File: config.mk
export PLATFORM = sky130hd
export DESIGN_NAME = out_port_tx
export DESIGN_NICKNAME = d
export VERILOG_FILES = /design/src/rtl/out_port_tx.sv
export SDC_FILE = /design/constraint.sdc
export NUM_CORES = 1
export LEC_CHECK = 0
export ABC_CLOCK_PERIOD_IN_PS = 6300
export BUFFER_PORTS_ARGS = -buffer_cell sky130_fd_sc_hd__buf_2
export CAP_MARGIN = 10
export CORE_MARGIN = 2
export CORE_UTILIZATION = 40
export CTS_BUF_LIST = sky130_fd_sc_hd__clkbuf_8
export DETAILED_ROUTE_END_ITERATION = 7
export PLACE_DENSITY = 0.57
export SLEW_MARGIN = 15
export SYNTH_ARGS = -nofsm -noshare
export SYNTH_HDL_FRONTEND = slang
export SYNTH_SLANG_ARGS = --single-unit
File: constraint.sdc
create_clock -name clk -period 6.3 [get_ports clk]
set_clock_uncertainty 0.15 [all_clocks]
set_input_delay 0.315 -clock clk [delete_from_list [all_inputs] [get_ports clk]]
set_output_delay 0.315 -clock clk [all_outputs]
set_load 0.005 [all_outputs]
File: src/rtl/out_port_tx.sv
// -----------------------------------------------------------------------------
// out_port_tx
//
// Serializer for the CPU's 16-bit output port. Each word strobed in with
// din_valid is queued in a small FIFO and then sent on a single UART line as
// two frames, low byte first. The CPU can write at instruction rate while the
// line drains at bit rate.
//
// Build option:
//   OUT_PORT_TX_PARITY_EN  defined   -> 8E1 frames (even-parity bit after data)
//                          undefined -> 8N1 frames
//
// Parameters:
//   CLKS_PER_BIT  clock cycles per serial bit (>= 2)
//   FIFO_DEPTH    FIFO capacity in words (power of two, >= 2)
//
// Ports:
//   clk         sole clock, rising edge
//   rst_n       asynchronous active-low reset
//   din         word from the CPU output port
//   din_valid   enqueue strobe (CPU output_valid)
//   tx          serial line, registered, idles high
//   busy        FIFO non-empty or transmitter not idle
//   overflow    sticky: a word was dropped because the FIFO was full
//   fifo_count  words currently held in the FIFO
//   dbg_state   current transmitter FSM state
//
// Handshake: din_valid is a one-cycle strobe with no ready. A strobed word is
// taken at the rising edge when the FIFO has room, or when the transmitter
// pops at that same edge; otherwise it is dropped and overflow latches high.
// -----------------------------------------------------------------------------
module out_port_tx #(
   parameter int CLKS_PER_BIT = 16,
   parameter int FIFO_DEPTH   = 8
) (
   input  logic                          clk,
   input  logic                          rst_n,
   input  logic [15:0]                   din,
   input  logic                          din_valid,
   output logic                          tx,
   output logic                          busy,
   output logic                          overflow,
   output logic [$clog2(FIFO_DEPTH):0]   fifo_count,
   output logic [2:0]                    dbg_state
);

   localparam int AW = $clog2(FIFO_DEPTH);
   localparam int CW = AW + 1;
   localparam int BW = (CLKS_PER_BIT > 1) ? $clog2(CLKS_PER_BIT) : 1;

`ifdef OUT_PORT_TX_PARITY_EN
   typedef enum logic [2:0] {
      ST_IDLE   = 3'd0,
      ST_START  = 3'd1,
      ST_DATA   = 3'd2,
      ST_PARITY = 3'd3,
      ST_STOP   = 3'd4
   } state_t;
`else
   typedef enum logic [2:0] {
      ST_IDLE   = 3'd0,
      ST_START  = 3'd1,
      ST_DATA   = 3'd2,
      ST_STOP   = 3'd4
   } state_t;
`endif

   // FIFO storage and bookkeeping
   logic [15:0]   r_mem [FIFO_DEPTH];
   logic [AW-1:0] r_wr_ptr;
   logic [AW-1:0] r_rd_ptr;
   logic [CW-1:0] r_count;
   logic          r_overflow;

   // Transmitter
   state_t        r_state;
   logic          r_tx;
   logic [BW-1:0] r_baud;
   logic [2:0]    r_bit_idx;
   logic          r_byte_sel;
   logic [15:0]   r_word;

   logic          w_full;
   logic          w_empty;
   logic          w_pop;
   logic          w_push;
   logic          w_baud_end;
   logic [7:0]    w_byte;
   logic [2:0]    w_next_idx;

   assign w_full     = (r_count == CW'(FIFO_DEPTH));
   assign w_empty    = (r_count == '0);
   // The FSM only sees the registered count, so a word pushed into an empty
   // FIFO is popped one cycle later (no bypass path).
   assign w_pop      = (r_state == ST_IDLE) && !w_empty;
   // A pop at the same edge frees a slot, so a full FIFO can still accept.
   assign w_push     = din_valid && (!w_full || w_pop);
   assign w_baud_end = (r_baud == BW'(CLKS_PER_BIT - 1));
   assign w_byte     = r_byte_sel ? r_word[15:8] : r_word[7:0];
   assign w_next_idx = r_bit_idx + 3'd1;

   // ---------------------------------------------------------------- FIFO
   always_ff @(posedge clk) begin
      if (w_push) begin
         r_mem[r_wr_ptr] <= din;
      end
   end

   always_ff @(posedge clk or negedge rst_n) begin
      if (!rst_n) begin
         r_wr_ptr   <= '0;
         r_rd_ptr   <= '0;
         r_count    <= '0;
         r_overflow <= 1'b0;
      end else begin
         if (w_push) begin
            r_wr_ptr <= r_wr_ptr + AW'(1);
         end
         if (w_pop) begin
            r_rd_ptr <= r_rd_ptr + AW'(1);
         end
         r_count <= r_count + CW'(w_push) - CW'(w_pop);
         if (din_valid && !w_push) begin
            r_overflow <= 1'b1;
         end
      end
   end

   // --------------------------------------------------------- Transmitter
   // r_tx is loaded with the level of the state being entered, so the line
   // changes on the same edge as the state and stays glitch-free.
   always_ff @(posedge clk or negedge rst_n) begin
      if (!rst_n) begin
         r_state    <= ST_IDLE;
         r_tx       <= 1'b1;
         r_baud     <= '0;
         r_bit_idx  <= '0;
         r_byte_sel <= 1'b0;
         r_word     <= '0;
      end else begin
         case (r_state)
            ST_IDLE: begin
               r_tx   <= 1'b1;
               r_baud <= '0;
               if (w_pop) begin
                  r_word     <= r_mem[r_rd_ptr];
                  r_byte_sel <= 1'b0;
                  r_tx       <= 1'b0;
                  r_state    <= ST_START;
               end
            end

            ST_START: begin
               if (w_baud_end) begin
                  r_baud    <= '0;
                  r_bit_idx <= '0;
                  r_tx      <= w_byte[0];
                  r_state   <= ST_DATA;
               end else begin
                  r_baud <= r_baud + BW'(1);
               end
            end

            ST_DATA: begin
               if (w_baud_end) begin
                  r_baud <= '0;
                  if (r_bit_idx == 3'd7) begin
`ifdef OUT_PORT_TX_PARITY_EN
                     // Even parity: line bit makes total ones even.
                     r_tx    <= ^w_byte;
                     r_state <= ST_PARITY;
`else
                     r_tx    <= 1'b1;
                     r_state <= ST_STOP;
`endif
                  end else begin
                     r_bit_idx <= w_next_idx;
                     r_tx      <= w_byte[w_next_idx];
                  end
               end else begin
                  r_baud <= r_baud + BW'(1);
               end
            end

`ifdef OUT_PORT_TX_PARITY_EN
            ST_PARITY: begin
               if (w_baud_end) begin
                  r_baud  <= '0;
                  r_tx    <= 1'b1;
                  r_state <= ST_STOP;
               end else begin
                  r_baud <= r_baud + BW'(1);
               end
            end
`endif

            ST_STOP: begin
               if (w_baud_end) begin
                  r_baud <= '0;
                  if (!r_byte_sel) begin
                     // High byte follows immediately, no idle gap.
                     r_byte_sel <= 1'b1;
                     r_tx       <= 1'b0;
                     r_state    <= ST_START;
                  end else begin
                     r_tx    <= 1'b1;
                     r_state <= ST_IDLE;
                  end
               end else begin
                  r_baud <= r_baud + BW'(1);
               end
            end

            default: begin
               r_tx    <= 1'b1;
               r_baud  <= '0;
               r_state <= ST_IDLE;
            end
         endcase
      end
   end

   assign tx         = r_tx;
   assign busy       = (r_state != ST_IDLE) || !w_empty;
   assign overflow   = r_overflow;
   assign fifo_count = r_count;
   assign dbg_state  = r_state;

endmodule

==> results.json <==
{
  "status": "complete, no violations",
  "crit_chain": "or3_4 -> a21oi_2 -> buf_4 -> or2b_1 -> o21ai_0 -> ha_1 -> inv_1 -> fa_1 -> xnor2_1",
  "async_reset_ff_share_pct": 23.4,
  "synth_top_family_by_area": "multiplexers",
  "synth_xor_area_share_pct": 1.15,
  "track_usage_pct": 15.0,
  "synthMuxAreaShare_pct": 14.6,
  "h-tree-depth": 4,
  "required_ns": 6.47,
  "fin_crit_ns": 2.85,
  "total_leakage_power_nw": 2.72,
  "clockBufferDepth": 2,
  "powerDensity_nw_per_um2": 312,
  "cts_buffers": 17,
  "postSynthCellCount": 383,
  "drtIter0Drc": 288,
  "path_buf_inv": 2,
  "maxCapViolCount": 0,
  "ant_nets": 0,
  "wire_per_inst_um": 19.0,
  "timing.fmax_ghz": 0.351,
  "synth_edf_count": 128,
  "nets": 469,
  "path_clk_slew_ns": 0.09,
  "stdcell_count": 672,
  "yosysMostFrequentCell": "edfxtp_1",
  "post_cts_buffers": 0,
  "antenna_found_initial": 0,
  "overflow": 0,
  "worst_setup_path_end_kind": "register",
  "synth_area_per_cell_sq_um": 17.8,
  "synthSimpleGateAreaFrac_pct": 5.35,
  "fin_setup_tns_ns": 0,
  "netlist_top_cells_area": "edfxtp_1, dfrtp_1, mux4_2",
  "first_global_vias": 3568,
  "synth_top_area_share_pct": 56.3,
  "worstSetupStartpoint": "dbg_state[1]",
  "whs_ns": 0.0582,
  "tightest_slew_ns": 0.885,
  "vdd_ir_drop_max_mv": 0.181,
  "max_slew_margin_pct": 41.0,
  "synthAdderAreaFrac_pct": 2.12,
  "dr.pass1.iters": 4,
  "dpl.cell_count": 623,
  "vias_per_cell": 5.22,
  "r2r_start": "dbg_state[1]",
  "critPathLaunchType": "register",
  "grt_pass1_wl_mm": 19.8,
  "crit_end": "fifo_count[2]",
  "r2r-end": "fifo_count[2]",
  "vias": 3511,
  "synth_area_sq_um": 6830,
  "placed_area_sq_um": 7230,
  "io_buffer_count": 28,
  "hp-class": "primary input to register",
  "clkSinkCount": 167,
  "ioPinCount": 29,
  "initial_core_util_pct": 41.0,
  "slowest_delay_ns": 0.53,
  "row_count": 47,
  "reg2reg_depth": 9,
  "route.detailed.drc": 0,
  "ys_seq_elements": 167,
  "synth_area_leader_cell": "edfxtp_1",
  "synthDistinctLibCells": 49,
  "cp_slowest_cell": "dfrtp_1",
  "cts_root_buffer": "clkbuf_8",
  "drv_slew": 0,
  "synth_ff_type": "edfxtp_1",
  "path_depth": 9,
  "cp.arrival_ns": 3.02,
  "crit_fanout": 38,
  "die-area_sq_um": 18100,
  "clk_latency_ns": 0.44,
  "criticalPathCategory": "register to register",
  "ys_seq_area_share_pct": 70.6,
  "gp_congestion": 0.781,
  "rsz0062_at_grt": "no",
  "grt_max_degree": 40,
  "reg2reg_slack_ns": 3.45,
  "min_period_over_period_pct": 45.2,
  "final_area_sq_um": 7750,
  "synth_compound_area_share_pct": 3.86,
  "critical_path.top_delay_family": "simple AND/OR/NAND/NOR gates",
  "syn-num-nets": 413,
  "dieWidth_um": 135,
  "netlist_top_cells_count": "edfxtp_1, dfrtp_1, mux4_2",
  "fp.dieH_um": 135,
  "drive_above_1_share_pct": 26.1,
  "yosysWarnings": 0,
  "fp.coreArea_sq_um": 16600,
  "final-setup-viol-count": 0,
  "diodes": 0,
  "cts_tree": "built",
  "area_growth_pct": 13.5,
  "wirelength_mm": 12.8,
  "finalHoldViolations": 0,
  "hpwl_mm": 7.29
}
==> report_power, final <==
| group | leakage [nW] | total [mW] | internal [mW] | switching, mW |
|---|---|---|---|---|
| clock | 0.182 | 0.686 | 0.283 | 0.403 |
| combinational | 0.913 | 0.340 | 0.139 | 0.201 |
| sequential | 1.63 | 1.40 | 1.34 | 0.0557 |
| total | 2.72 | 2.42 | 1.76 | 0.660 |
==> flip-flops by register name (all words and copies together) (netlist names) <==
name        cells
r_mem         128
r_word         16
fifo_count      4
r_baud          4
dbg_state       3
r_bit_idx       3
r_rd_ptr        3
r_wr_ptr        3
overflow        1
r_byte_sel      1
tx              1
==> how the worst min path moves through the flow <==
stage	end	slack, ns	start	cells past startpoint
after CTS	r_wr_ptr[2]	0.03	din_valid	3
after global placement	r_baud[0]	0.30	r_baud[0]	1
after floorplan	dbg_state[0]	-0.13	rst_n	0
after detailed placement	overflow	0.30	overflow	1
after global routing	overflow	0.05	din_valid	2
final	r_wr_ptr[2]	0.06	din_valid	3
==> through the flow <==
step                setup WS [ns]  utilization (%)  total power [mW]
CTS                          3.45             46.6              2.46
global route                 3.25             46.6              2.54
floorplan                    2.92                -              1.61
global placement             3.54             43.4              1.75
finish                       3.45             46.6              2.42
detailed placement           3.46             43.4              1.76
==> timing repair <==
action                    in CTS  in global routing
hold buffers                  17                  0
hold endpoints to repair     166                  0
resized for setup              0                  0
==> layout make-up <==
type                    count  area [sq um]
fillers                  1458          8890
flip-flops and latches    167          4820
multi-input cells         188          1870
repair buffers             56           393
well taps                 220           275
clock buffers              17           234
clock inverters            15           119
inverters                   9          33.8
==> cell families (layout without fill, tap and decap cells) <==
group / count (synthesis) / after routing
AO/OA/AOI/OAI: 40 / 40
XOR/XNOR: 9 / 9
adder cells (fa/ha/maj): 11 / 11
buffers and inverters: 28 / 97
flip-flops: 167 / 167
multiplexers: 55 / 55
AND/OR/NAND/NOR: 73 / 73
==> worst min-delay path, stage by stage <==
cell and delay [ns]:
buf_2 0.14, nand3_1 0.10, xnor2_1 0.06
==> routing by layer <==
metal	global-route usage, %	part of all wire (%)	wire [um]
met4	5.15	2.1	267
met1	18.8	43	5540
met3	4.13	4.0	511
met2	25.1	51	6460
met5	0	0	0
==> placed cells by master (no fill, tap or decap), drive strengths merged, types with 6 or more instances in the layout <==
cell / instances
a21oi: 21
buf: 39
clkbuf: 17
dfrtp: 38
dlygate4sd3: 17
edfxtp: 128
ha: 10
inv: 18
mux2i: 18
mux4: 35
nand2: 10
nand3: 8
nor2: 27
nor3: 6
xnor2: 6
(Power assumes the default switching activity.)
